File: src/rtl/wordcount_cmd_ctrl.sv
// ---------------------------------------------------------------------------
// wordcount_cmd_ctrl
//
// Command sequencer for the wordcount kernel. It accepts one host command at
// a time and does one of three things:
//   SEARCH_ADD (1) - starts search_and_add_ctrl
//   COPY       (2) - starts simple_result_copy
//   CLEAR      (3) - zeroes accum_array on chip
// It also owns the single port of accum_array and steers that port to
// whichever user the current command needs.
//
// Optional feature (macro WORDCOUNT_CMD_TIMEOUT_EN):
//   - A watchdog ends a RUN that lasts TIMEOUT_CYCLES cycles with status 2.
//   - New kicks are held off until both engines report idle.
// Without the macro there is no watchdog, and RUN waits for the engine
// for as long as it takes.
//
// Ports
//   clk, reset              clock and asynchronous active-high reset
//   axonerve_ready          CAM initialisation complete
//   kick                    command start (accepted in IDLE only)
//   command                 1 SEARCH_ADD, 2 COPY, 3 CLEAR, anything else is illegal
//   num_of_words            word count (SEARCH_ADD/COPY) or entry count (CLEAR, 0 = all)
//   copy_offset             first accum_array entry read by COPY
//   global_memory_offset    host memory byte offset
//   busy                    high while not ready or while a command is in flight
//   done                    one-cycle pulse when a command completes
//   status                  sticky result: 0 OK, 1 illegal command, 2 timeout
//   sa_kick, sa_busy        search_and_add_ctrl start pulse / busy
//   sa_num_of_words, sa_memory_offset            latched engine parameters
//   rc_kick, rc_busy        simple_result_copy start pulse / busy
//   rc_offset, rc_words, rc_memory_offset        latched engine parameters
//   sa_accum_addr/din/we    array port requested by search_and_add_ctrl
//   rc_addr                 read address requested by simple_result_copy
//   accum_addr/din/we       array port driven into accum_array
// ---------------------------------------------------------------------------
module wordcount_cmd_ctrl #(
    parameter int ADDR_WIDTH     = 14,
    parameter int DATA_WIDTH     = 64,
    parameter int TIMEOUT_CYCLES = 1048576
) (
    input  logic                  clk,
    input  logic                  reset,
    input  logic                  axonerve_ready,
    input  logic                  kick,
    input  logic [31:0]           command,
    input  logic [31:0]           num_of_words,
    input  logic [31:0]           copy_offset,
    input  logic [63:0]           global_memory_offset,
    output logic                  busy,
    output logic                  done,
    output logic [1:0]            status,
    output logic                  sa_kick,
    input  logic                  sa_busy,
    output logic [31:0]           sa_num_of_words,
    output logic [63:0]           sa_memory_offset,
    output logic                  rc_kick,
    input  logic                  rc_busy,
    output logic [31:0]           rc_offset,
    output logic [31:0]           rc_words,
    output logic [63:0]           rc_memory_offset,
    input  logic [ADDR_WIDTH-1:0] sa_accum_addr,
    input  logic [DATA_WIDTH-1:0] sa_accum_din,
    input  logic                  sa_accum_we,
    input  logic [ADDR_WIDTH-1:0] rc_addr,
    output logic [ADDR_WIDTH-1:0] accum_addr,
    output logic [DATA_WIDTH-1:0] accum_din,
    output logic                  accum_we
);

    localparam logic [31:0] CMD_SEARCH_ADD = 32'd1;
    localparam logic [31:0] CMD_COPY       = 32'd2;
    localparam logic [31:0] CMD_CLEAR      = 32'd3;

    localparam logic [1:0] STATUS_OK      = 2'd0;
    localparam logic [1:0] STATUS_ILLEGAL = 2'd1;
    localparam logic [1:0] STATUS_TIMEOUT = 2'd2;

    // The clear counter is one bit wider than the address, so a full-depth
    // clear can count to 2**ADDR_WIDTH without wrapping.
    localparam logic [ADDR_WIDTH:0] DEPTH   = {1'b1, {ADDR_WIDTH{1'b0}}};
    localparam logic [ADDR_WIDTH:0] CNT_ONE = {{ADDR_WIDTH{1'b0}}, 1'b1};
    localparam logic [31:0]         DEPTH32 = 32'd1 << ADDR_WIDTH;

    typedef enum logic [2:0] {
        ST_INIT   = 3'd0,
        ST_IDLE   = 3'd1,
        ST_LAUNCH = 3'd2,
        ST_RUN    = 3'd3,
        ST_CLEAR  = 3'd4,
        ST_DONE   = 3'd5
    } state_t;

    // A CLEAR count of 0, or one larger than the array, means the whole array.
    function automatic logic [ADDR_WIDTH:0] clear_count(input logic [31:0] n);
        logic [ADDR_WIDTH:0] len;
        if ((n == 32'd0) || (n > DEPTH32)) begin
            len = DEPTH;
        end else begin
            len = n[ADDR_WIDTH:0];
        end
        return len;
    endfunction

    state_t              state_r, next_state_s;
    logic [31:0]         cmd_r;
    logic [ADDR_WIDTH:0] clr_cnt_r, clr_cnt_s;
    logic [ADDR_WIDTH:0] clr_len_r;
    logic                sa_kick_r, sa_kick_s;
    logic                rc_kick_r, rc_kick_s;
    logic                done_r, done_s;
    logic                busy_r, busy_s;
    logic [1:0]          status_r, status_s;
    logic [31:0]         sa_words_r;
    logic [63:0]         sa_moff_r;
    logic [31:0]         rc_off_r;
    logic [31:0]         rc_words_r;
    logic [63:0]         rc_moff_r;
    logic                latch_s;
    logic                engine_busy_s;
    logic                engines_idle_s;

`ifdef WORDCOUNT_CMD_TIMEOUT_EN
    localparam int TW = $clog2(TIMEOUT_CYCLES + 1);
    localparam logic [TW-1:0] RUN_LIMIT = TW'(TIMEOUT_CYCLES - 1);
    localparam logic [TW-1:0] RUN_ONE   = TW'(1);

    logic [TW-1:0] run_cnt_r, run_cnt_s;

    // A timed-out engine may still be running, so it must finish before the
    // next command can be accepted.
    assign engines_idle_s = ~sa_busy & ~rc_busy;
`else
    // Without the watchdog the limit parameter has no effect.
    logic [31:0] unused_timeout_s;
    assign unused_timeout_s = TIMEOUT_CYCLES;
    assign engines_idle_s   = 1'b1;
`endif

    assign engine_busy_s = (cmd_r == CMD_SEARCH_ADD) ? sa_busy : rc_busy;

    // Next-state and next-output decode for the command FSM.
    always_comb begin
        next_state_s = state_r;
        latch_s      = 1'b0;
        sa_kick_s    = 1'b0;
        rc_kick_s    = 1'b0;
        done_s       = 1'b0;
        status_s     = status_r;
        clr_cnt_s    = clr_cnt_r;
`ifdef WORDCOUNT_CMD_TIMEOUT_EN
        run_cnt_s    = {TW{1'b0}};
`endif
        case (state_r)
            ST_INIT: begin
                if (axonerve_ready) begin
                    next_state_s = ST_IDLE;
                end else begin
                    next_state_s = ST_INIT;
                end
            end
            ST_IDLE: begin
                if (!axonerve_ready) begin
                    next_state_s = ST_INIT;
                end else if (kick && engines_idle_s) begin
                    // The kick pulses are registered, so they are decided
                    // here and appear during the LAUNCH cycle.
                    latch_s      = 1'b1;
                    sa_kick_s    = (command == CMD_SEARCH_ADD);
                    rc_kick_s    = (command == CMD_COPY);
                    next_state_s = ST_LAUNCH;
                end else begin
                    next_state_s = ST_IDLE;
                end
            end
            ST_LAUNCH: begin
                case (cmd_r)
                    CMD_SEARCH_ADD, CMD_COPY: begin
                        next_state_s = ST_RUN;
                    end
                    CMD_CLEAR: begin
                        next_state_s = ST_CLEAR;
                        clr_cnt_s    = {(ADDR_WIDTH + 1){1'b0}};
                    end
                    default: begin
                        next_state_s = ST_DONE;
                        done_s       = 1'b1;
                        status_s     = STATUS_ILLEGAL;
                    end
                endcase
            end
            ST_RUN: begin
                // The engine raises busy the cycle after its kick, which is
                // the first RUN cycle, so busy is safe to sample here.
                if (!engine_busy_s) begin
                    next_state_s = ST_DONE;
                    done_s       = 1'b1;
                    status_s     = STATUS_OK;
                end
`ifdef WORDCOUNT_CMD_TIMEOUT_EN
                else if (run_cnt_r == RUN_LIMIT) begin
                    next_state_s = ST_DONE;
                    done_s       = 1'b1;
                    status_s     = STATUS_TIMEOUT;
                end else begin
                    run_cnt_s    = run_cnt_r + RUN_ONE;
                    next_state_s = ST_RUN;
                end
`else
                else begin
                    next_state_s = ST_RUN;
                end
`endif
            end
            ST_CLEAR: begin
                if (clr_cnt_r == (clr_len_r - CNT_ONE)) begin
                    next_state_s = ST_DONE;
                    done_s       = 1'b1;
                    status_s     = STATUS_OK;
                end else begin
                    clr_cnt_s    = clr_cnt_r + CNT_ONE;
                    next_state_s = ST_CLEAR;
                end
            end
            ST_DONE: begin
                next_state_s = ST_IDLE;
            end
            default: begin
                next_state_s = ST_INIT;
            end
        endcase
        // busy drops together with the done pulse.
        busy_s = ~((next_state_s == ST_IDLE) | (next_state_s == ST_DONE));
    end

    // FSM state, registered control outputs and latched command parameters.
    always_ff @(posedge clk or posedge reset) begin
        if (reset) begin
            state_r    <= ST_INIT;
            cmd_r      <= 32'd0;
            clr_cnt_r  <= {(ADDR_WIDTH + 1){1'b0}};
            clr_len_r  <= {(ADDR_WIDTH + 1){1'b0}};
            sa_kick_r  <= 1'b0;
            rc_kick_r  <= 1'b0;
            done_r     <= 1'b0;
            busy_r     <= 1'b1;
            status_r   <= STATUS_OK;
            sa_words_r <= 32'd0;
            sa_moff_r  <= 64'd0;
            rc_off_r   <= 32'd0;
            rc_words_r <= 32'd0;
            rc_moff_r  <= 64'd0;
        end else begin
            state_r   <= next_state_s;
            clr_cnt_r <= clr_cnt_s;
            sa_kick_r <= sa_kick_s;
            rc_kick_r <= rc_kick_s;
            done_r    <= done_s;
            busy_r    <= busy_s;
            status_r  <= status_s;
            if (latch_s) begin
                cmd_r     <= command;
                clr_len_r <= clear_count(num_of_words);
                // Each engine's parameters change only when that engine is
                // the one being started.
                if (command == CMD_SEARCH_ADD) begin
                    sa_words_r <= num_of_words;
                    sa_moff_r  <= global_memory_offset;
                end else if (command == CMD_COPY) begin
                    rc_off_r   <= copy_offset;
                    rc_words_r <= num_of_words;
                    rc_moff_r  <= global_memory_offset;
                end
            end
        end
    end

`ifdef WORDCOUNT_CMD_TIMEOUT_EN
    // Watchdog counter for the RUN state.
    always_ff @(posedge clk or posedge reset) begin
        if (reset) begin
            run_cnt_r <= {TW{1'b0}};
        end else begin
            run_cnt_r <= run_cnt_s;
        end
    end
`endif

    // accum_array port steering, selected by the latched command. This is a
    // combinational pass-through, so the engines' array timing is unchanged.
    // Search-and-add writes reach the array only while a SEARCH_ADD command
    // is latched.
    always_comb begin
        accum_addr = {ADDR_WIDTH{1'b0}};
        accum_din  = {DATA_WIDTH{1'b0}};
        accum_we   = 1'b0;
        case (cmd_r)
            CMD_SEARCH_ADD: begin
                accum_addr = sa_accum_addr;
                accum_din  = sa_accum_din;
                accum_we   = sa_accum_we;
            end
            CMD_COPY: begin
                accum_addr = rc_addr;
            end
            CMD_CLEAR: begin
                accum_addr = clr_cnt_r[ADDR_WIDTH-1:0];
                accum_we   = (state_r == ST_CLEAR);
            end
            default: begin
                accum_addr = {ADDR_WIDTH{1'b0}};
            end
        endcase
    end

    assign busy             = busy_r;
    assign done             = done_r;
    assign status           = status_r;
    assign sa_kick          = sa_kick_r;
    assign rc_kick          = rc_kick_r;
    assign sa_num_of_words  = sa_words_r;
    assign sa_memory_offset = sa_moff_r;
    assign rc_offset        = rc_off_r;
    assign rc_words         = rc_words_r;
    assign rc_memory_offset = rc_moff_r;

endmodule

File: config.mk
export PLATFORM = sky130hd
export DESIGN_NAME = wordcount_cmd_ctrl
export DESIGN_NICKNAME = d
export VERILOG_FILES = /design/src/rtl/wordcount_cmd_ctrl.sv
export SDC_FILE = /design/constraint.sdc
export NUM_CORES = 1
export LEC_CHECK = 0
export CORE_AREA = 2 2 222 224
export DETAILED_ROUTE_END_ITERATION = 16
export DIE_AREA = 0 0 224 226
export PLACE_DENSITY = 0.69
export SKIP_LAST_GASP = 1
export SLEW_MARGIN = 20
export SYNTH_ARGS = -nofsm -noshare
export SYNTH_HDL_FRONTEND = slang
export SYNTH_SLANG_ARGS = --single-unit
File: constraint.sdc
create_clock -name clk -period 8.8 [get_ports clk]
set_input_delay 0.88 -clock clk [delete_from_list [all_inputs] [get_ports clk]]
set_output_delay 0.88 -clock clk [all_outputs]
set_load 0.1 [all_outputs]
==> impl_metrics.csv, run 1 <==
group,metric,value,unit
synthesis,synth.area.mux_share,4.94,%
cells_and_area,drive_gt1_share,6.04,%
critical_path,crit_chain,"nor4_1 -> nand4_1 -> nor4_2 -> buf_4 -> and2_1 -> clkdlybuf4s50_1",
power,switching_share,24.5,%
power,finalPower,3.58,mW
place,dp_hpwl,35500,µm
detailed_routing,drc,0,
floorplanning,die_w,224,µm
timing,finClkSkew,25.5,ps
critical_path,crit_type,"reg -> out",
critical_path,cp-end-kind,"output pin",
timing,setup_viol,0,
floorplanning,die_area,50600,µm²
power,p_int,2.70,mW
synthesis,ys_types,58,
place,place_congestion,0.971,
cells_and_area,mostFrequentLayoutCells,"702 x nand2_1, 564 x clkdlybuf4s50_1, 293 x dfrtp_1",
critical_path,critPathTopFamily,"buffers and inverters",
critical_path,cp_slowest_cell,"clkdlybuf4s50_1",
detailed_routing,post_drt_wl_per_cell,18.3,µm
critical_path,rr_startpoint,"state_r[0]",
clocking,cts_resized,0,
synthesis,synth_xor_area_share,1.30,%
timing,period_minus_slack,5030,ps
min_path,hp-start,"sa_memory_offset[3]",
place,dp_slack,4270,ps
synthesis,syn_area,12800,µm²
floorplanning,rows,81,
min_path,min_path_type,"reg -> reg",
critical_path,startpoint,"cmd_r[10]",
cells_and_area,num-nets-final,2206,
synthesis,yosys.area_share.adder,0.196,%
clocking,htreeDepth,2,
cells_and_area,syn_to_final_growth,59.2,%
clocking,cts_hold_buf,0,
clocking,clockRootBuffer,"clkbuf_16",
power,p_leak,9.69,nW
power,cellPowerDensity,176,nW/µm²
cells_and_area,fill_cells,4696,
synthesis,syn_nets,1666,
timing,hold_violations,0,
synthesis,ys_seq_elements,294,
synthesis,yosysWarnings,0,
power,peakVddDrop,0.159,mV
global_routing,antenna_found_initial,9,
critical_path,crit_buf_inv,2,
detailed_routing,ant_nets,0,
power,p_switching,0.878,mW
timing,maxSlewViolCount,0,
critical_path,path_max_fanout,60,
cells_and_area,mostFrequentLayoutCell,"nand2_1",
power,clockPowerShare,44.7,%
synthesis,syn_area_per_cell,9.09,µm²
global_routing,grt_pass1_wl,70900,µm
floorplanning,io-pin-count,568,
critical_path,startpoint_type,"flip-flop",
floorplanning,start_util,26.4,%
synthesis,synth_top_family_by_area,"simple AND/OR/NAND/NOR gates",
global_routing,grt_overflow,0,
critical_path,ff2ff_path_depth,7,
clocking,cts_made_buffers,35,
synthesis,yosys.area_share.simple,29.8,%
detailed_routing,dr_total_vias,11800,
synthesis,synthArstFlopShare,100,%
detailed_routing,drt-initial-drc-count,536,
power,power_frac_seq,42.9,%
timing,worst_slack,3770,ps
synthesis,synth_compound_area_share,3.60,%
run,maxCapViolCount,0,
synthesis,yosysSeqAreaShare,57.6,%
critical_path,cpPeakStageDelay,1140,ps
timing,relSlewSlack,27.5,%
timing,fin_crit_sh,57.2,%
power,comb_power_share,12.4,%
run_status,outcome,"finished, final reports clean",
timing,hold_ws,460,ps
timing,worstMarginPinSlew,1080,ps
global_routing,track_usage,18.2,%
global_routing,grt_start_max_net_pins,164,
clocking,clock_sinks,294,
critical_path,crit_required,7920,ps
timing,tns,0,ps
global_routing,grt_pass1_vias,12000,
timing,rsz0062_at_grt,"no",
synthesis,syn_inst,1405,
clocking,clk_pin_slew,60,ps
min_path,holdPathStages,2,
floorplanning,core,48300,µm²
clocking,cts_setup_buffers,0,
detailed_routing,first_pass_iters,5,
place,numPortBuffers,566,
floorplanning,die_y,226,µm
synthesis,synth_enable_flop_cells,0,
cells_and_area,fin_util,42.0,%
clocking,clockBufferDepth,3,
synthesis,synth-main-ff-cell,"dfrtp_1",
clocking,cts_tree,"built",
critical_path,arrival,4150,ps
detailed_routing,routed_wirelength,47500,µm
timing,fmax,199,MHz
detailed_routing,drt-vias-per-instance,4.54,
clocking,clock_latency,540,ps
critical_path,cp.depth,6,
cell families after synthesis:
group,count (synthesis)
AND/OR/NAND/NOR,885
flip-flops,294
buffers and inverters,81
AO/OA/AOI/OAI,64
multiplexers,59
XOR/XNOR,19
adder cells (fa/ha/maj),2
other,1
cell type report:
| cell class | count | area, µm² | area share [%] |
|---|---|---|---|
| Clock inverter | 13 | 236 | 1.16 |
| Inverter | 6 | 26.3 | 0.129 |
| Tap cell | 622 | 778 | 3.83 |
| Antenna cell | 5 | 12.5 | 0.0616 |
| Clock buffer | 49 | 1050 | 5.17 |
| Multi-Input combinational cell | 1030 | 5100 | 25.1 |
| Sequential cell | 294 | 7360 | 36.2 |
| Timing Repair Buffer | 578 | 5760 | 28.4 |
stage by stage:
step,cells,area (µm²)
2_1_floorplan,1405,12800
3_3_place_gp,2530,19000
3_5_place_dp,2530,19000
4_1_cts,2592,20300
5_1_grt,2597,20300
6_report,2597,20300
layer usage:
metal | track usage, % | up-vias | share of wire (%)
li1 | - | 5589 | -
met1 | 19.9 | 5623 | 38
met2 | 31.7 | 467 | 49
met3 | 6.77 | 95 | 9.1
met4 | 7.91 | 6 | 4.0
met5 | 0 | - | 0.069
worst min-delay path: cells and delay by family (launching register included):
family	cells	cell delay [ps]
DFF	1	340
and+or+nand+nor	2	100
synth_stat cells (all sizes together), types with 2 or more instances:
| cell | number | share of area, % |
|---|---|---|
| a2111oi | 2 | 0.28 |
| a21oi | 8 | 0.31 |
| nand4b | 3 | 0.21 |
| xor2 | 10 | 0.69 |
| dfrtp | 293 | 57 |
| and4 | 2 | 0.14 |
| a31o | 2 | 0.14 |
| o31a | 2 | 0.14 |
| inv | 6 | 0.18 |
| nor3b | 2 | 0.12 |
| nor2 | 15 | 0.44 |
| xnor2 | 9 | 0.62 |
| and2 | 67 | 3.3 |
| and3 | 8 | 0.39 |
| buf | 11 | 0.47 |
| o31ai | 3 | 0.18 |
| o211ai | 2 | 0.12 |
| nand2 | 702 | 21 |
| nand3b | 3 | 0.18 |
| clkbuf | 64 | 1.9 |
| and3b | 2 | 0.14 |
| nand2b | 8 | 0.39 |
| mux2 | 32 | 2.8 |
| mux2i | 27 | 2.1 |
| a22o | 14 | 0.97 |
| or3 | 2 | 0.14 |
| nand4 | 17 | 0.95 |
| nor3 | 13 | 0.51 |
| nor4 | 27 | 1.5 |
| o21ai | 22 | 0.86 |
| or4 | 4 | 0.26 |
| a211oi | 3 | 0.22 |
| ha | 2 | 0.20 |
| nand3 | 6 | 0.24 |
power by group through the flow:
stage	registers (mW)	clock network (mW)	logic, mW
after floorplan	1.56	0	0.231
after global placement	1.55	0	0.439
after detailed placement	1.56	0	0.447
after CTS	1.54	1.65	0.449
after global routing	1.55	1.70	0.478
final	1.54	1.60	0.443
final timing paths:
kind | endpoint | slack [ps]
worst min register to register | sa_memory_offset[3] | 460
worst max register to register | rc_words[14] | 5660
max in group asynchronous | sa_memory_offset[53] | 6350
min in group asynchronous | sa_kick | 900
worst max-delay path | accum_din[63] | 3770
worst min-delay path | sa_memory_offset[3] | 460
sequential cells by signal, summed over array words and instances (netlist names):
signal	count
sa_kick	1
clr_len_r	15
rc_words	32
rc_memory_offset	64
state_r	3
busy	1
sa_memory_offset	64
status	1
done	1
cmd_r	32
clr_cnt_r	15
rc_kick	1
rc_offset	32
sa_num_of_words	32
No activity file was read; power rests on OpenSTA's default activity.
==> run 2, diff against run 1 <==
Clock period 8.8 ns to 4.06 ns, I/O delays scaled along.
==> run 2 against run 1 <==
Net effect: cell area fell by 1.2%; register-to-register slack got worse by 4600 ps; combinational power is 130% higher; setup slack got worse by 3100 ps; sequential cell count stayed put; critical path type unchanged; hold slack lost 71 ps; via count rose by 0.15%; first-iteration DRC count grew 15%; clock power increased by 97%; largest cell class unchanged; global-route usage increased by 0.20 points; clock skew is 4.5 ps lower; cell count is essentially flat.
==> impl_metrics.csv, run 2 (synthesis gave the netlist of run 1 again) <==
group,metric,value,unit
run_status,outcome,"finished, final reports clean",
clocking,cts_made_buffers,34,
timing,worstMarginPinSlew,1090,ps
detailed_routing,first_pass_iters,4,
global_routing,grt_pass1_vias,12200,
clocking,cts_setup_buffers,0,
critical_path,ff2ff_path_depth,9,
clocking,htreeDepth,2,
detailed_routing,drt-initial-drc-count,614,
floorplanning,io-pin-count,568,
global_routing,antenna_found_initial,4,
global_routing,grt_start_max_net_pins,130,
timing,fmax,292,MHz
timing,rsz0062_at_grt,"no",
power,peakVddDrop,0.284,mV
timing,maxSlewViolCount,0,
floorplanning,core,48300,µm²
timing,relSlewSlack,27.2,%
floorplanning,die_w,224,µm
clocking,cts_tree,"built",
critical_path,startpoint,"cmd_r[18]",
timing,finClkSkew,20.9,ps
floorplanning,start_util,26.4,%
timing,fin_crit_sh,84.4,%
detailed_routing,drc,0,
floorplanning,rows,81,
cells_and_area,num-nets-final,2206,
clocking,clock_latency,550,ps
global_routing,grt_overflow,0,
place,numPortBuffers,566,
clocking,clockBufferDepth,3,
clocking,clockRootBuffer,"clkbuf_16",
floorplanning,die_y,226,µm
cells_and_area,regArea,7360,µm²
cells_and_area,fill_cells,4667,
clocking,clock_sinks,294,
detailed_routing,dr_total_vias,11800,
cells_and_area,drive_gt1_share,9.90,%
cells_and_area,mostFrequentLayoutCells,"702 x nand2_1, 485 x clkdlybuf4s50_1, 293 x dfrtp_1",
place,place_inst,2531,
place,placed_area,18900,µm²
critical_path,crit_required,3650,ps
cells_and_area,syn_to_final_growth,57.3,%
cells_and_area,mostFrequentLayoutCell,"nand2_1",
detailed_routing,post_drt_wl_per_cell,18.4,µm
critical_path,crit_type,"reg -> out",
place,place_congestion,0.864,
critical_path,rr_startpoint,"clr_len_r[0]",
detailed_routing,ant_nets,0,
detailed_routing,routed_wirelength,47900,µm
critical_path,cp-end-kind,"output pin",
timing,period_minus_slack,3430,ps
power,cellPowerDensity,371,nW/µm²
power,p_leak,9.82,nW
critical_path,path_max_fanout,65,
cells_and_area,multi_input_area,5100,µm²
clocking,cts_hold_buf,0,
critical_path,rrSetupSlack,1100,ps
critical_path,startpoint_type,"flip-flop",
cells_and_area,stdcell_count,2596,
clocking,clk_pin_slew,60,ps
detailed_routing,drt-vias-per-instance,4.54,
cells_and_area,finalInstanceArea,20100,µm²
run,maxCapViolCount,0,
min_path,min_path_type,"in -> async",
global_routing,track_usage,18.4,%
place,dp_hpwl,35000,µm
floorplanning,die_area,50600,µm²
timing,tns,0,ps
clocking,cts_resized,0,
critical_path,arrival,3020,ps
global_routing,grt_pass1_wl,72000,µm
timing,hold_violations,0,
critical_path,reg2reg_to,"clr_cnt_r[1]",
timing,setup_viol,0,
[run 2: layer usage]
layer  wire [µm]  global-route usage, %
met1       17700                   20.1
met2       23200                   31.3
met3        4790                   6.87
met4        2160                   9.76
met5           0                      0
[run 2: worst max-delay path: stages (launching register included)]
cell and delay (ps):
dfrtp_1 380, nor4_1 360, nand4_1 240, nor4_2 420
buf_4 510, and2_1 250, buf_4 310
[run 2: final cells by class]
class                   count  share of cell area, %
flip-flops and latches    294                   36.6
diodes                      4                 0.0498
clock buffers              47                   4.78
well taps                 622                   3.87
clock inverters            14                  0.966
inverters                   6                  0.131
multi-input cells        1030                   25.4
repair buffers            579                   28.2
[run 2: how the worst max path moves through the flow]
| stage | depth (start not counted) | slack [ps] | end |
|---|---|---|---|
| after floorplan | 1 | -250 | clr_cnt_r[0] |
| after global placement | 6 | 1130 | accum_din[38] |
| after detailed placement | 8 | 1100 | sa_memory_offset[62] |
| after CTS | 6 | 630 | accum_din[6] |
| after global routing | 7 | 420 | accum_addr[0] |
| final | 6 | 630 | accum_din[6] |
[run 2: where the power goes]
part | internal [mW] | switching, mW
sequential | 3.14 | 0.156
clock | 1.87 | 1.28
combinational | 0.532 | 0.477
total | 5.54 | 1.91
[run 2: stage by stage]
step | setup slack (ps) | util [%] | hold WS (ps) | power, mW
6_report | 634 | 41.5 | 390 | 7.46
4_1_cts | 632 | 41.5 | 357 | 7.56
2_1_floorplan | -248 | - | 480 | 3.88
3_5_place_dp | 1100 | 39.1 | 455 | 4.36
5_1_grt | 425 | 41.5 | 380 | 7.77
3_3_place_gp | 1130 | 39.1 | 448 | 4.33
==> run 3, diff against run 2 <==
Settings changed: CORE_AREA 2 2 222 224 to 2 2 218 220, DIE_AREA 0 0 224 226 to 0 0 220 222.
Clock period 4.06 ns to 3.29 ns, I/O delays scaled along.
==> run 3 against run 2 <==
Net effect: via count rose by 0.93%; clock skew rose by 1.7 ps; count of clock-buffer cells in the layout rose by 1.
==> impl_metrics.csv, run 3 (synthesis gave the netlist of run 1 again) <==
group,metric,value,unit
clocking,cts_made_buffers,34,
timing,relSlewSlack,28.8,%
place,numPortBuffers,566,
place,dp_hpwl,37500,µm
critical_path,path_max_fanout,62,
floorplanning,die_y,222,µm
critical_path,crit_end,"accum_din[59]",
clocking,clockRootBuffer,"clkbuf_16",
power,finalPower,9.19,mW
critical_path,cpPeakStageDelay,420,ps
timing,setup_viol,0,
power,p_switching,2.33,mW
global_routing,grt_use_met3,7.28,%
critical_path,rrSetupSlack,250,ps
min_path,min_path_type,"in -> reg",
floorplanning,rows,79,
floorplanning,die_w,220,µm
detailed_routing,dr_total_vias,11900,
detailed_routing,drt-initial-drc-count,459,
critical_path,startpoint,"cmd_r[3]",
clocking,clock_sinks,294,
floorplanning,core,46300,µm²
critical_path,arrival,2790,ps
power,comb_power_share,13.5,%
power,p_int,6.86,mW
cells_and_area,stdcell_count,2592,
critical_path,cp.depth,6,
floorplanning,start_util,27.6,%
detailed_routing,drt-vias-per-instance,4.59,
timing,hold_ws,325,ps
clocking,clk_pin_slew,60,ps
min_path,holdPathStages,3,
clocking,htreeDepth,2,
cells_and_area,mostFrequentLayoutCells,"701 x nand2_1, 479 x clkdlybuf4s50_1, 293 x dfrtp_1",
timing,hold_violations,0,
clocking,clock_latency,550,ps
global_routing,grt_util_met2,34.6,%
critical_path,crit_chain,"nor4_1 -> nand4_1 -> nor4_2 -> buf_12 -> and2_1 -> buf_12",
timing,maxSlewViolCount,0,
floorplanning,io-pin-count,568,
critical_path,cpMostUsedCell,"buf_12",
power,switching_share,25.4,%
clocking,cts_tree,"built",
run_status,outcome,"finished, final reports clean",
global_routing,antenna_found_initial,7,
detailed_routing,ant_nets,0,
global_routing,grt_start_max_net_pins,128,
global_routing,track_usage,20.0,%
place,place_congestion,0.901,
cells_and_area,finalInstanceArea,21100,µm²
critical_path,reg2reg_to,"clr_cnt_r[1]",
detailed_routing,first_pass_iters,5,
global_routing,grt_pass1_wl,74300,µm
critical_path,startpoint_type,"flip-flop",
detailed_routing,routed_wirelength,49300,µm
critical_path,rr_startpoint,"clr_len_r[0]",
timing,rsz0062_at_grt,"yes",
timing,period_minus_slack,3120,ps
power,p_leak,10.1,nW
detailed_routing,drc,0,
timing,fmax,321,MHz
cells_and_area,syn_to_final_growth,65.7,%
critical_path,crit_type,"reg -> out",
place,placed_area,20000,µm²
power,power_frac_seq,44.4,%
global_routing,grt_busiest_layer,"met2",
global_routing,met1_usage,21.2,%
power,peakVddDrop,0.366,mV
floorplanning,die_area,48800,µm²
critical_path,ff2ff_path_depth,9,
global_routing,grt_pass1_vias,12400,
run,maxCapViolCount,0,
critical_path,cp_slowest_cell,"dfrtp_1",
cells_and_area,num-nets-final,2216,
timing,fin_crit_sh,94.7,%
power,cellPowerDensity,435,nW/µm²
critical_path,crit_required,2960,ps
cells_and_area,drive_gt1_share,11.0,%
global_routing,grt_overflow,0,
clocking,clockBufferDepth,3,
detailed_routing,post_drt_wl_per_cell,19.0,µm
power,clockPowerShare,42.1,%
timing,worstMarginPinSlew,1060,ps
cells_and_area,mostFrequentLayoutCell,"nand2_1",
place,place_inst,2526,
timing,finClkSkew,22.6,ps
cells_and_area,fill_cells,4301,
critical_path,crit_buf_inv,2,
clocking,cts_setup_buffers,0,
cells_and_area,fin_util,45.7,%
critical_path,critPathTopFamily,"simple AND/OR/NAND/NOR gates",
critical_path,cp-end-kind,"output pin",
-- run 3: layout make-up --
class / count / area, µm² / area share [%]
well taps: 607 / 759 / 3.59
clock inverters: 13 / 134 / 0.633
flip-flops and latches: 294 / 7360 / 34.8
inverters: 6 / 26.3 / 0.124
clock buffers: 48 / 1010 / 4.80
repair buffers: 589 / 6730 / 31.8
diodes: 5 / 12.5 / 0.0592
multi-input cells: 1030 / 5110 / 24.2
-- run 3: worst reg2reg max path, stage by stage, from the launching register on --
cell and delay (ps):
dfrtp_1 420, inv_1 80, ha_1 220, or3b_4 440
a2111oi_0 540, nor3_1 190, a2111oi_4 310, nand4_4 270
and3_1 280, a31o_1 180
-- run 3: worst min path at each step --
stage	startpoint	end	slack, ps
after global routing	copy_offset[15]	rc_offset[15]	310
after floorplan	num_of_words[26]	sa_num_of_words[26]	440
after CTS	copy_offset[2]	rc_offset[2]	290
after detailed placement	rc_memory_offset[7]	rc_memory_offset[7]	450
after global placement	rc_memory_offset[43]	rc_memory_offset[43]	450
final	copy_offset[2]	rc_offset[2]	330
-- run 3: layer usage --
layer / up-vias / part of all wire [%]
met5: - / 0.026
met3: 98 / 9.9
met4: 2 / 4.7
met2: 491 / 50
li1: 5609 / -
met1: 5708 / 36
-- run 3: metrics by stage --
step,TNS (ps),worst slack (ps)
final,0,174
after CTS,0,116
after detailed placement,0,438
after global routing,-89.9,-33.7
after global placement,0,496
after floorplan,-275810,-941
-- run 3: repair_timing --
| item | 4_1_cts | 5_1_grt |
|---|---|---|
| resized for setup | 1 | 3 |
| hold buffers | 0 | 0 |
| setup endpoints to repair | 7 | 10 |
-- run 3: power groups by stage --
stage / Combinational [mW] / Sequential, mW / Clock, mW
after floorplan: 0.623 / 4.17 / 0
after global placement: 1.22 / 4.12 / 0
after detailed placement: 1.25 / 4.14 / 0
after CTS: 1.25 / 4.07 / 3.98
after global routing: 1.36 / 4.11 / 4.13
final: 1.24 / 4.08 / 3.87
